File: src/rtl/fsm_start_ctrl.sv
// fsm_start_ctrl
//   Conditioning and launch stage in front of the sequence FSM. Synchronises
//   and debounces a raw active-low pushbutton and a raw slide switch, turns
//   each accepted press into a held start request that tracks the FSM's
//   idle/finish status, counts completed runs and flags unacknowledged launches.
//
// Ports
//   clk        in   system clock, rising edge
//   reset_n    in   asynchronous active-low reset
//   key_n      in   raw pushbutton, 0 = pressed
//   sw_in      in   raw slide switch
//   fsm_idle   in   idle status from the sequence FSM
//   fsm_finish in   finish status from the sequence FSM
//   start      out  launch request (registered)
//   sw_0       out  debounced switch level
//   busy       out  high whenever the controller is not in READY
//   start_err  out  sticky launch-timeout flag
//   run_count  out  completed runs, saturating at 255
`timescale 1ns/1ps
module fsm_start_ctrl #(
    parameter int unsigned DEBOUNCE_CYCLES = 50000,
    parameter int unsigned CNT_W           = 16,
    parameter int unsigned START_TIMEOUT   = 255
) (
    input  logic       clk,
    input  logic       reset_n,
    input  logic       key_n,
    input  logic       sw_in,
    input  logic       fsm_idle,
    input  logic       fsm_finish,
    output logic       start,
    output logic       sw_0,
    output logic       busy,
    output logic       start_err,
    output logic [7:0] run_count
);

    localparam int unsigned      TMO_W   = $clog2(START_TIMEOUT + 1);
    localparam logic [CNT_W-1:0] DB_LAST = CNT_W'(DEBOUNCE_CYCLES - 1);
    localparam logic [TMO_W-1:0] TMO_MAX = TMO_W'(START_TIMEOUT);

    typedef enum logic [3:0] {
        S_READY  = 4'b0001,
        S_LAUNCH = 4'b0010,
        S_RUN    = 4'b0100,
        S_DONE   = 4'b1000
    } state_e;

    logic             key_s1_q, key_s2_q, key_db_q, key_db_d;
    logic             sw_s1_q, sw_s2_q, sw_db_q, sw_db_d;
    logic [CNT_W-1:0] key_cnt_q, key_cnt_d, sw_cnt_q, sw_cnt_d;
    logic             press_q;
    logic             fin_prev_q, fin_rise;
    state_e           state_q, state_d;
    logic [TMO_W-1:0] tmo_q, tmo_d;
    logic             start_q, start_d, busy_q, busy_d, err_q, err_d;
    logic [7:0]       runs_q, runs_d;

    // Debounce: the counter runs only while the synchronised level disagrees
    // with the accepted level; any agreement clears it.
    always_comb begin
        key_cnt_d = '0;
        key_db_d  = key_db_q;
        if (key_s2_q != key_db_q) begin
            if (key_cnt_q == DB_LAST) key_db_d = key_s2_q;
            else                      key_cnt_d = key_cnt_q + 1'b1;
        end
    end

    always_comb begin
        sw_cnt_d = '0;
        sw_db_d  = sw_db_q;
        if (sw_s2_q != sw_db_q) begin
            if (sw_cnt_q == DB_LAST) sw_db_d = sw_s2_q;
            else                     sw_cnt_d = sw_cnt_q + 1'b1;
        end
    end

    assign fin_rise = fsm_finish & ~fin_prev_q;

    always_comb begin
        state_d = state_q;
        tmo_d   = tmo_q;
        err_d   = err_q;
        runs_d  = runs_q;
        case (state_q)
            S_READY: begin
                if (press_q) begin
                    state_d = S_LAUNCH;
                    err_d   = 1'b0;
                    tmo_d   = '0;
                end
            end
            S_LAUNCH: begin
                if (!fsm_idle) begin
                    state_d = S_RUN;
                end else if (tmo_q == TMO_MAX) begin
                    err_d   = 1'b1;
                    state_d = S_READY;
                end else begin
                    tmo_d = tmo_q + 1'b1;
                end
            end
            S_RUN: begin
                if (fin_rise) begin
                    state_d = S_DONE;
                    if (runs_q != 8'hFF) runs_d = runs_q + 8'd1;
                end
            end
            S_DONE: begin
                if (fsm_idle) state_d = S_READY;
            end
            default: state_d = S_READY;
        endcase
        // Outputs are registered, so they are decoded from the next state.
        start_d = (state_d == S_LAUNCH);
        busy_d  = (state_d != S_READY);
    end

    always_ff @(posedge clk or negedge reset_n) begin
        if (!reset_n) begin
            key_s1_q   <= 1'b1;
            key_s2_q   <= 1'b1;
            key_db_q   <= 1'b1;
            key_cnt_q  <= '0;
            sw_s1_q    <= 1'b0;
            sw_s2_q    <= 1'b0;
            sw_db_q    <= 1'b0;
            sw_cnt_q   <= '0;
            press_q    <= 1'b0;
            fin_prev_q <= 1'b0;
            state_q    <= S_READY;
            tmo_q      <= '0;
            start_q    <= 1'b0;
            busy_q     <= 1'b0;
            err_q      <= 1'b0;
            runs_q     <= '0;
        end else begin
            key_s1_q   <= key_n;
            key_s2_q   <= key_s1_q;
            key_db_q   <= key_db_d;
            key_cnt_q  <= key_cnt_d;
            sw_s1_q    <= sw_in;
            sw_s2_q    <= sw_s1_q;
            sw_db_q    <= sw_db_d;
            sw_cnt_q   <= sw_cnt_d;
            // One-cycle pulse in the cycle after the accepted level falls.
            press_q    <= key_db_q & ~key_db_d;
            fin_prev_q <= fsm_finish;
            state_q    <= state_d;
            tmo_q      <= tmo_d;
            start_q    <= start_d;
            busy_q     <= busy_d;
            err_q      <= err_d;
            runs_q     <= runs_d;
        end
    end

    assign start     = start_q;
    assign sw_0      = sw_db_q;
    assign busy      = busy_q;
    assign start_err = err_q;
    assign run_count = runs_q;

endmodule

File: config.mk
export PLATFORM = sky130hd
export DESIGN_NAME = fsm_start_ctrl
export DESIGN_NICKNAME = d
export VERILOG_FILES = /design/src/rtl/fsm_start_ctrl.sv
export SDC_FILE = /design/constraint.sdc
export NUM_CORES = 1
export LEC_CHECK = 0
export CAP_MARGIN = 20
export CORE_UTILIZATION = 45
export DETAILED_ROUTE_END_ITERATION = 16
export DONT_BUFFER_PORTS = 1
export GPL_TIMING_DRIVEN = 0
export PLACE_DENSITY = 0.64
export SYNTH_ARGS = -nofsm -noshare
export SYNTH_HDL_FRONTEND = slang
export SYNTH_SLANG_ARGS = --single-unit
File: constraint.sdc
create_clock -name clk -period 3.9 [get_ports clk]
set_input_delay 0.78 -clock clk [delete_from_list [all_inputs] [get_ports clk]]
set_output_delay 0.78 -clock clk [all_outputs]
set_load 0.005 [all_outputs]
# After elaboration in Yosys (flattened, before gate mapping)
# Index checks and enable logic that the tools add are counted.
[word_totals]
word_cells = 65
mem_count = 0
in_bits = 6
rom_bits = 0
output_inout_bits = 12
ram_bits = 0
regBits = 63
latchBits = 0
[classes]
n_bitwise = 4
multipliers = 0
n_eq_ne = 16
n_shift = 0
order_cmp = 0
div_mod_pow = 0
reduce_logical = 5
addsub = 4
n_mux = 20
[ops]
columns = ["cell", "n"]
rows = [
  ["$mux 16", 4],
  ["$add 16x1->16 const B", 2],
  ["$eq 16x16->1 const B", 2],
  ["$mux 8", 3],
  ["$mux 4", 5],
  ["$add 8x1->8 const B", 2],
  ["$pmux 4 s4", 1],
  ["$pmux 8 s2", 1],
  ["$eq 4x2->1 const B", 2],
  ["$eq 8x8->1 const B", 1],
  ["$ne 2x2->1 const B", 4],
  ["$ne 8x8->1 const B", 1],
  ["$reduce_and 4->1", 2],
  ["$mux 1", 5],
  ["$eq 4x1->1 const B", 1],
  ["$eq 4x3->1 const B", 1],
  ["$eq 4x4->1 const B", 1],
  ["$ne 4x1->1 const B", 1],
  ["$reduce_and 3->1", 1],
  ["$and 1x1->1", 2],
  ["$ne 1x1->1", 2],
  ["$not 1->1", 2],
  ["$pmux 1 s2", 1],
  ["$reduce_and 2->1", 1],
  ["$reduce_bool 2->1", 1],
]

# Depth between registers and ports, before layout
[depth]
depth_word = 5
depth_mapped = 6
mapped_depth_nobuf = 5

# Least setup slack after synthesis
# OpenSTA, ideal clock, no wires.
[synth_path]
path_type = "register to register"
startpoint = "reg state_q[3]"
endpoint = "reg tmo_q[7]"
path_stages_with_launch = 6
arrival_ns = 1.797
period_less_slack_ns = 1.874
setup_ns = 0.077
path_buffers = 1
slack_ns = 2.026
t_required_ns = 3.823
path_cell_list = "dfrtp_1 or3_4 or2_1 buf_6 or4_1 a21oi_1"
[synth_between]
elab_chain_cells = 3
elab_cells_between_ends = 8
classes_between = "5 x eq/ne; 1 x mux; 2 x reduce/logical"
[synth_lines]
columns = ["element", "line", "rtl"]
rows = [
  ["from (decl)", "54", "state_e state_q, state_d;"],
  ["from (signal assigned)", "150", "state_q <= state_d;"],
  ["$eq 4x2->1 or $eq 4x1->1 (tied branches)", "86", "case (state_q)"],
  ["$ne 2x2->1 (no line) or $reduce_bool 2->1 (tied branches)", "-", ""],
  ["$reduce_and 4->1 (no line)", "-", ""],
  ["to (signal assigned)", "151", "tmo_q <= tmo_d;"],
  ["to (decl)", "55", "logic [TMO_W-1:0] tmo_q, tmo_d;"],
]
# Parallel ways exist; a longest one is shown, timed or not.
# A chain may end at the register's enable or synchronous reset.

# Worst setup path in the final report
# Ends and elaborated chain as after synthesis.

==> results.md <==
* Ant diodes at 0
* CTS-repair resized insts at 0
* Max-slew violations at 0
* Crit end category: register
* Syn avg cell area at 10.29 µm²
* Cell variety after synth at 39
* Clock sinks at 63
* Mapped Area at 2964 µm²
* Status: finished clean
* Die Area at 6916 µm²
* Fin crit period at 1.987 ns
* Worst path cell trace: or3_4 > or2_1 > buf_6 > or4_1 > a21oi_1
* Crit path max-delay family: simple AND/OR/NAND/NOR gates
* Hold Fails Final Rpt at 0
* Fmax at 503.3 MHz
* Largest net degree at the start of global routing at 64
* Initial Utilization at 0.4668
* DP HPWL at 3428 µm
* Post-CTS Setup Bufs at 0
* Post-synthesis sequential area ratio at 0.5336
* Arr. time, crit path at 2.26 ns
* Clock transition at path regs at 0.07 ns
* Worst EP required at 4.17 ns
* Worst VDD drop at 0.1741 mV
* Slowest library cell on the worst path: or4_1
* Post-synth top area cell: dfrtp_1
* Final setup viols at 0
* Setup ws final at 1.913 ns
* Critical Path Fanout Max at 9
* Cell Area, Placed at 3060 µm²
* Pwr/cell area at 406.3 nW/µm²
* Port Buf Inserts at 0
* Crit Path Category: reg -> reg
* Gr ovfl total at 0
* Clock network latency to the later pin of the worst-skew pair at 0.34 ns
* Post-route cell area at 3284 µm²
* TritonCTS clock tree: yes
* Total track usage at 0.1772
* Post-Syn Instances at 288
* Synth top area share at 0.4981
* DIE HEIGHT at 83.16 µm
* DRC violations left at 0
* Layout area overhead at 10.81%
* DP Worst Slack at 1.948 ns
* Root buffer cell: clkbuf_8
* Slew Limit Headroom at 0.5999
* Startpoint Class: register
* Die width at 83.16 µm
* Worst Hold Class: in -> async
* Longest Clk Path Bufs at 2
* Drt pass-1 iters at 4
* #FFs+latches synth at 63
* Bufs and invs on worst path at 1
* Peak per-stage delay on the critical path at 0.50 ns
* Drt first-iter violations at 103
* Yosys warns at 0
* Mapped Nets at 298
* Max Clock Skew at 0.006256 ns
* Pleak at 1.354 nW
* FP Rows at 29
* Worst slew pin tran at 0.5980 ns
* Post-DRT Antenna Nets at 0
* Period utilisation layout at 0.5095
* Layout cells sized above 1 at 0.1020
* Num CTS Buffers at 9
* Via density at 5.475
* Net count, final at 309
* Floorplan core area at 6350 µm²
* Hold-fix buffers at CTS at 0
* Hold slack at 0.1288 ns
* Sum Neg Setup Slack at 0 ns
* DR WL/cell at 13.91 µm
* Synth area leaders: dfrtp_1 50%, xnor2_1 7.1%, nor2_1 4.8%, dfstp_2 3.5%, nand3_1 2.9%
* Wirelength, routed at 5301 µm
* Via count at 2086
* I/O Pins at 18
* RSZ-0062 raised after global routing: false
* H-tree lvl count at 3
* MaxCap Viol Count at 0
* Gp weighted congestion at 0.8517
* Vias in the first global route at 2133
* First-pass GRT wire length at 9687 µm
* Initial antenna violation count at 0
cells by family after synthesis:
| kind of cell | Yosys count | synth area share |
|---|---|---|
| XOR/XNOR | 33 | 0.09751 |
| adder cells (fa/ha/maj) | 4 | 0.01689 |
| buffers and inverters | 18 | 0.02870 |
| flip-flops | 63 | 0.5336 |
| multiplexers | 7 | 0.02533 |
| AND/OR/NAND/NOR | 136 | 0.2440 |
| AO/OA/AOI/OAI | 27 | 0.05403 |
path summary, 6_finish.rpt:
kind / start / to / slack, ns / cells after the start
max in group asynchronous: reset_n / key_db_q$_DFF_PN1_ / 3.58 / 0
min in group clk: sw_s1_q$_DFF_PN0_ / sw_s2_q$_DFF_PN0_ / 0.34 / 0
worst max register to register: state_q[3]$_DFF_PN0_ / tmo_q[7]$_DFFE_PN0P_ / 1.91 / 5
worst min register to register: sw_s1_q$_DFF_PN0_ / sw_s2_q$_DFF_PN0_ / 0.34 / 0
worst min-delay path: reset_n / sw_cnt_q[14]$_DFF_PN0_ / 0.13 / 0
worst max-delay path: state_q[3]$_DFF_PN0_ / tmo_q[7]$_DFFE_PN0P_ / 1.91 / 5
layout make-up:
| cell class | count | area [µm²] |
|---|---|---|
| inverters | 13 | 48.80 |
| fillers | 562 | 3065 |
| multi-input cells | 207 | 1297 |
| clock buffers | 13 | 158.9 |
| clock inverters | 3 | 65.06 |
| plain buffers | 5 | 36.28 |
| well taps | 77 | 96.34 |
| flip-flops and latches | 63 | 1582 |
layer usage:
metal	part of all wire	wire (µm)	global-route usage
met4	0.018	94	0.09718
met5	0	0	0
met2	0.45	2387	0.2608
met1	0.50	2665	0.2353
met3	0.029	153	0.05169
sequential cells by signal, summed over array words and instances (netlist names):
| name | cells |
|---|---|
| start | 1 |
| busy | 1 |
| key_s1_q | 1 |
| tmo_q | 8 |
| sw_s1_q | 1 |
| key_db_q | 1 |
| sw_0 | 1 |
| start_err | 1 |
| press_q | 1 |
| key_cnt_q | 16 |
| sw_cnt_q | 16 |
| key_s2_q | 1 |
| run_count | 8 |
| fin_prev_q | 1 |
| sw_s2_q | 1 |
| state_q | 4 |
where the power goes:
group          leakage, nW  internal [mW]  switching [mW]
Clock                0.114          0.395           0.248
Combinational        0.404        0.00793          0.0116
Sequential           0.836          0.664         0.00830
Yosys cell counts, drive strengths merged:
| cell type | n |
|---|---|
| ha | 4 |
| and4bb | 1 |
| nor4 | 9 |
| and3 | 6 |
| nor2 | 38 |
| inv | 13 |
| nor4bb | 4 |
| nor4b | 2 |
| dfstp | 4 |
| nand2 | 19 |
| nor3 | 9 |
| nand3b | 1 |
| or3 | 6 |
| a21oi | 10 |
| o21a | 1 |
| clkbuf | 4 |
| a21boi | 1 |
| mux2 | 4 |
| or4b | 1 |
| xor2 | 9 |
| o41ai | 2 |
| nand4 | 11 |
| nand2b | 1 |
| dfrtp | 59 |
| or4 | 5 |
| o31ai | 3 |
| mux2i | 3 |
| nand3 | 17 |
| buf | 1 |
| nor2b | 1 |
| xnor2 | 24 |
| o21ai | 8 |
| or2 | 3 |
| o211ai | 2 |
| nor3b | 2 |
worst reg2reg max path, delay by kind of cell, from the launching register on:
| kind | cells | cell delay [ns] |
|---|---|---|
| and+or+nand+nor | 3 | 1.17 |
| DFF | 1 | 0.44 |
| AOI/OAI and AO/OA | 1 | 0.16 |
| buffers and inverters | 1 | 0.14 |
metrics by stage:
step,power (mW),instances,util
6_report,1.334,381,0.5172
5_1_grt,1.391,381,0.5172
4_1_cts,1.357,381,0.5172
3_5_place_dp,0.7039,365,0.4820
3_3_place_gp,0.7027,365,0.4820
2_1_floorplan,0.6977,288,-
placed cells by master (no fill, tap or decap), drive strengths merged, types with 2 or more instances in the layout:
cell type,n
or4,5
xor2,9
ha,4
nor4,9
and3,6
dfrtp,59
nand2,19
nor2,38
or3,6
or2,3
bufinv,2
o41ai,2
xnor2,24
mux2,4
o31ai,3
nor3,9
dfstp,4
mux2i,3
nand3,17
nor3b,2
inv,13
nor4bb,4
clkbuf,17
o211ai,2
nor4b,2
a21oi,10
o21ai,8
nand4,11
Note: power is estimated with default switching activity, not from simulation.
